==> src/rtl/cla_mp_seq.sv <==
// Multi-precision add/subtract sequencer: WORDS x 32-bit limbs through one shared 32-bit cla.
// Optional flag outputs (zero, overflow) are enabled by defining CLA_MP_FLAGS_EN.

module cla (
  input  logic [31:0] a,
  input  logic [31:0] b,
  input  logic        cin,
  output logic [31:0] sum
);
  logic [31:0] g;
  logic [31:0] p;

  assign g = a & b;
  assign p = a ^ b;

  // Generate/propagate carry evaluation, bit 0 upward.
  always_comb begin
    logic cc;
    sum = '0;
    cc  = cin;
    for (int i = 0; i < 32; i++) begin
      sum[i] = p[i] ^ cc;
      cc     = g[i] | (p[i] & cc);
    end
  end
endmodule

module cla_mp_seq #(
  parameter int unsigned WORDS = 4
) (
  input  logic                clk,
  input  logic                rst,
  input  logic                in_valid,
  output logic                in_ready,
  input  logic                op_sub,
  input  logic [WORDS*32-1:0] a,
  input  logic [WORDS*32-1:0] b,
  output logic                out_valid,
  input  logic                out_ready,
  output logic [WORDS*32-1:0] sum,
  output logic                carry_out
`ifdef CLA_MP_FLAGS_EN
  ,
  output logic                zero,
  output logic                overflow
`endif
);
  localparam int unsigned W     = WORDS * 32;
  localparam int unsigned IDX_W = (WORDS > 2) ? $clog2(WORDS) : 1;

  typedef enum logic [1:0] {IDLE, RUN, DONE} state_t;

  state_t           state;
  state_t           state_next;
  logic [IDX_W-1:0] idx;
  logic [W-1:0]     a_reg;
  logic [W-1:0]     b_reg;
  logic [W-33:0]    res_lo;
  logic             carry;
  logic [31:0]      limb_a;
  logic [31:0]      limb_b;
  logic [31:0]      limb_sum;
  logic             limb_cout;
  logic             last;
  logic             accept;
  logic [W-1:0]     full_res;

  assign limb_a   = a_reg[{idx, 5'd0} +: 32];
  assign limb_b   = b_reg[{idx, 5'd0} +: 32];
  assign last     = (idx == IDX_W'(WORDS - 1));
  assign accept   = in_valid && in_ready;
  assign full_res = {limb_sum, res_lo};

  cla u_cla (
    .a   (limb_a),
    .b   (limb_b),
    .cin (carry),
    .sum (limb_sum)
  );

  // Carry out of bit 31 recovered from the sum, since the cla exposes none.
  assign limb_cout = (limb_a[31] & limb_b[31]) |
                     ((limb_a[31] ^ limb_b[31]) & (limb_sum[31] ^ limb_a[31] ^ limb_b[31]));

  always_ff @(posedge clk or posedge rst) begin
    if (rst) state <= IDLE;
    else     state <= state_next;
  end

  always_comb begin
    state_next = state;
    case (state)
      IDLE:    if (accept) state_next = RUN;
      RUN:     if (last) state_next = DONE;
      DONE:    if (out_valid && out_ready) state_next = IDLE;
      default: state_next = IDLE;
    endcase
  end

  // Handshake flags follow the upcoming state so they are registered.
  always_ff @(posedge clk or posedge rst) begin
    if (rst) begin
      in_ready  <= 1'b0;
      out_valid <= 1'b0;
    end else begin
      in_ready  <= (state_next == IDLE);
      out_valid <= (state_next == DONE);
    end
  end

  always_ff @(posedge clk or posedge rst) begin
    if (rst) begin
      a_reg     <= '0;
      b_reg     <= '0;
      res_lo    <= '0;
      carry     <= 1'b0;
      idx       <= '0;
      sum       <= '0;
      carry_out <= 1'b0;
`ifdef CLA_MP_FLAGS_EN
      zero      <= 1'b0;
      overflow  <= 1'b0;
`endif
    end else begin
      case (state)
        IDLE: begin
          if (accept) begin
            a_reg <= a;
            b_reg <= op_sub ? ~b : b;
            carry <= op_sub;
            idx   <= '0;
          end
        end
        RUN: begin
          carry <= limb_cout;
          if (!last) begin
            res_lo[{idx, 5'd0} +: 32] <= limb_sum;
            idx <= idx + 1'b1;
          end else begin
            // Final limb: publish the full result and its flags together.
            sum       <= full_res;
            carry_out <= limb_cout;
`ifdef CLA_MP_FLAGS_EN
            zero      <= (full_res == '0);
            overflow  <= (a_reg[W-1] == b_reg[W-1]) && (limb_sum[31] != a_reg[W-1]);
`endif
          end
        end
        default: ;
      endcase
    end
  end
endmodule

==> config.mk <==
export PLATFORM = sky130hd
export DESIGN_NAME = cla_mp_seq
export DESIGN_NICKNAME = d
export VERILOG_FILES = /design/src/rtl/cla_mp_seq.sv
export SDC_FILE = /design/constraint.sdc
export NUM_CORES = 1
export LEC_CHECK = 0
export BUFFER_PORTS_ARGS = -buffer_cell sky130_fd_sc_hd__buf_4
export CAP_MARGIN = 20
export CORE_ASPECT_RATIO = 0.9
export CORE_MARGIN = 10
export CORE_UTILIZATION = 49
export CTS_BUF_LIST = sky130_fd_sc_hd__clkbuf_8 sky130_fd_sc_hd__clkbuf_16
export DETAILED_ROUTE_END_ITERATION = 8
export PLACE_DENSITY = 0.72
export SYNTH_ARGS = -nofsm -noshare
export SYNTH_HDL_FRONTEND = slang
export SYNTH_HIERARCHICAL = 1
export SYNTH_SLANG_ARGS = --single-unit
==> constraint.sdc <==
create_clock -name clk -period 27.3 [get_ports clk]
set_input_delay 4.095 -clock clk [delete_from_list [all_inputs] [get_ports clk]]
set_output_delay 4.095 -clock clk [all_outputs]
set_load 0.01 [all_outputs]
==> flow_summary.toml <==
[logic_synthesis]
yosysWarnings = 6
syn-instance-count = 1605
syn_area_um2 = 21350
yosysSeqAreaShare = 0.5721
syn_area_per_cell_um2 = 13.30
synth_nets = 1902
ys_seq_elements = 488
synth_cell_types = 30

[detailed_routing]
drc = 0
postRouteWirelength_um = 55670
vias = 13548
wire_per_inst_um = 21.86
drt-initial-drc-count = 1099
postRouteAntennaNets = 0
avgViaCountPerCell = 5.319
drt-pass1-iter-count = 5

[clock_tree]
cts_root_buf = "clkbuf_16"
cts_made_buffers = 52
clk-insertion-delay-late_ps = 600
post_cts_buffers = 0
cts_resized = 0
htreeDepth = 2
clkSlewWorstSetupHoldPaths_ps = 60
cts.sinks = 488
cts_buffer_depth = 3
hold_buffers = 0
cts_tree = "done"

[placed_design]
placed_area_um2 = 24650
gp_congestion = 0.8122
dp_hpwl_um = 39860
port_buffers = 391

[global_routing]
grt_max_degree = 258
grt_util_all_layers = 0.2121
antenna_found_initial = 10
grt_pass1_wl_um = 85910
first_global_vias = 14677
gr-total-overflow = 0

[timing]
rsz0062_at_grt = "no"
skew_ps = 26.15
hold_violations = 0
max_clock_freq_mhz = 61.86
min_period_over_period = 0.5921
slew-limit-headroom = 0.3182
fin_crit_ps = 16160
tns_ps = 0
slew_violations = 0
setup_viol = 0
worst_pin_slew_ps = 1023

[die]
row_count = 72
start_util = 0.4957
die_y_um = 218.0
ios = 392
die_w_um = 240.0
fp.coreArea_um2 = 43060
die_area_um2 = 52320

[critical_path]
crit_fanout = 44
slowest_stage = "buf_4"
r2r_setup_slack_ps = 11140
cp-start-kind = "flip-flop"
path_class = "flip-flop to flip-flop"
end_kind = "flip-flop"
cp_common_cell = "fa_1"
crit_path_max_incr_delay_ps = 830
cp.arrival_ps = 16650
required_ps = 27780

[power]
power_density_nw_per_um2 = 136.0
leakagePower_uw = 0.01231
peakVddDrop_mv = 0.06946

[cells_and_area]
syn2layout_area_growth_pct = 23.57
register_area_um2 = 12220
drive_gt1_frac = 0.4133
layout_common_cells = "dfrtp_1, buf_4, nand2_1"
final_cell_area_um2 = 26380
nets = 2247
layout_commonest_cell = "dfrtp_1"
multi_input_area_um2 = 8611
fillCellCount = 3371

[outcome]
outcome = "complete, no violations"

[job]
max_cap_violations = 0

[worst_hold_path]
hp-class = "flip-flop to flip-flop"
==> per-stage QoR <==
stage	setup WS, ps	instances	utilization	total power (µW)	hold slack, ps
floorplan	9586	1605	-	2213	444.6
CTS	11010	2544	0.6124	3605	479.2
global placement	11200	2451	0.5725	2830	456.8
detailed placement	11110	2451	0.5725	2888	465.7
global route	10470	2546	0.6125	3810	498.0
finish	11140	2547	0.6125	3587	471.4
==> area by class of cell <==
class | instances | area share
antenna | 3 | 0.0002846
clock buffer | 66 | 0.05707
multi-input combinational | 991 | 0.3265
sequential | 488 | 0.4633
tap | 555 | 0.02633
inverter | 10 | 0.001708
timing repair buffer | 407 | 0.1169
clock inverter | 27 | 0.007969
==> synthesized netlist by cell type <==
| master | count | area [µm²] |
|---|---|---|
| inv_1 | 10 | 37.54 |
| a21bo_2 | 2 | 20.02 |
| maj3_2 | 1 | 11.26 |
| nor2b_1 | 1 | 6.260 |
| nor4b_2 | 1 | 15.01 |
| nand3_1 | 2 | 10.01 |
| xnor2_1 | 128 | 1121 |
| nor2_1 | 1 | 3.750 |
| buf_1 | 8 | 30.03 |
| buf_6 | 1 | 11.26 |
| nand2_1 | 258 | 968.4 |
| buf_4 | 14 | 105.1 |
| xor3_1 | 1 | 23.77 |
| ha_1 | 5 | 62.56 |
| mux4_2 | 64 | 1441 |
| clkbuf_1 | 56 | 210.2 |
| a221o_1 | 1 | 10.01 |
| a21oi_1 | 1 | 5.000 |
| buf_2 | 37 | 185.2 |
| nor3b_1 | 1 | 7.510 |
| dfrtp_1 | 488 | 12210 |
| fa_1 | 31 | 620.6 |
| or3b_2 | 1 | 8.760 |
| mux2_2 | 256 | 2883 |
| nand3b_1 | 1 | 7.510 |
| and3b_1 | 1 | 8.760 |
| nand4bb_1 | 4 | 45.04 |
| nand4b_1 | 1 | 8.760 |
| a22o_1 | 32 | 280.3 |
| o21ai_0 | 197 | 986.0 |
==> where the power goes <==
group	total (µW)	switching (µW)	internal (µW)
registers	1250	203	1050
clock network	704	289	415
logic	1630	885	745
total	3590	1380	2210
==> critical path: cells and delay by family, from the launching register on <==
kind | cells | cell delay, ps
flops | 1 | 790
fa+ha+maj | 32 | 12760
xor+xnor | 1 | 480
buf+inv | 4 | 1060
mux | 1 | 600
compound gates | 1 | 320
==> cell families after synthesis <==
logic type | after synthesis | share of synthesized area
AOI/OAI and AO/OA | 233 | 0.06096
xor gates and xnor gates | 129 | 0.05363
adders and majority gates | 37 | 0.03253
buffers and inverters | 126 | 0.02714
DFF | 488 | 0.5721
muxes | 320 | 0.2026
and+or+nand+nor | 272 | 0.05106
==> final timing paths <==
| path | startpoint | end | cells past startpoint |
|---|---|---|---|
| max | idx[0] | carry | 39 |
| min | b_reg[100] | b_reg[100] | 2 |
| max in group asynchronous | rst | idx[1] | 4 |
| min reg2reg | b_reg[100] | b_reg[100] | 2 |
| max reg2reg | idx[0] | carry | 39 |
| min in group asynchronous | rst | sum[20] | 2 |
==> routing by layer <==
metal,GRT usage,vias up,share of wire
li1,-,6248,-
met1,0.2906,6859,0.45
met2,0.3312,357,0.47
met3,0.05508,70,0.065
met4,0.05564,14,0.015
met5,0,-,0.0018
(Power assumes the default switching activity.)
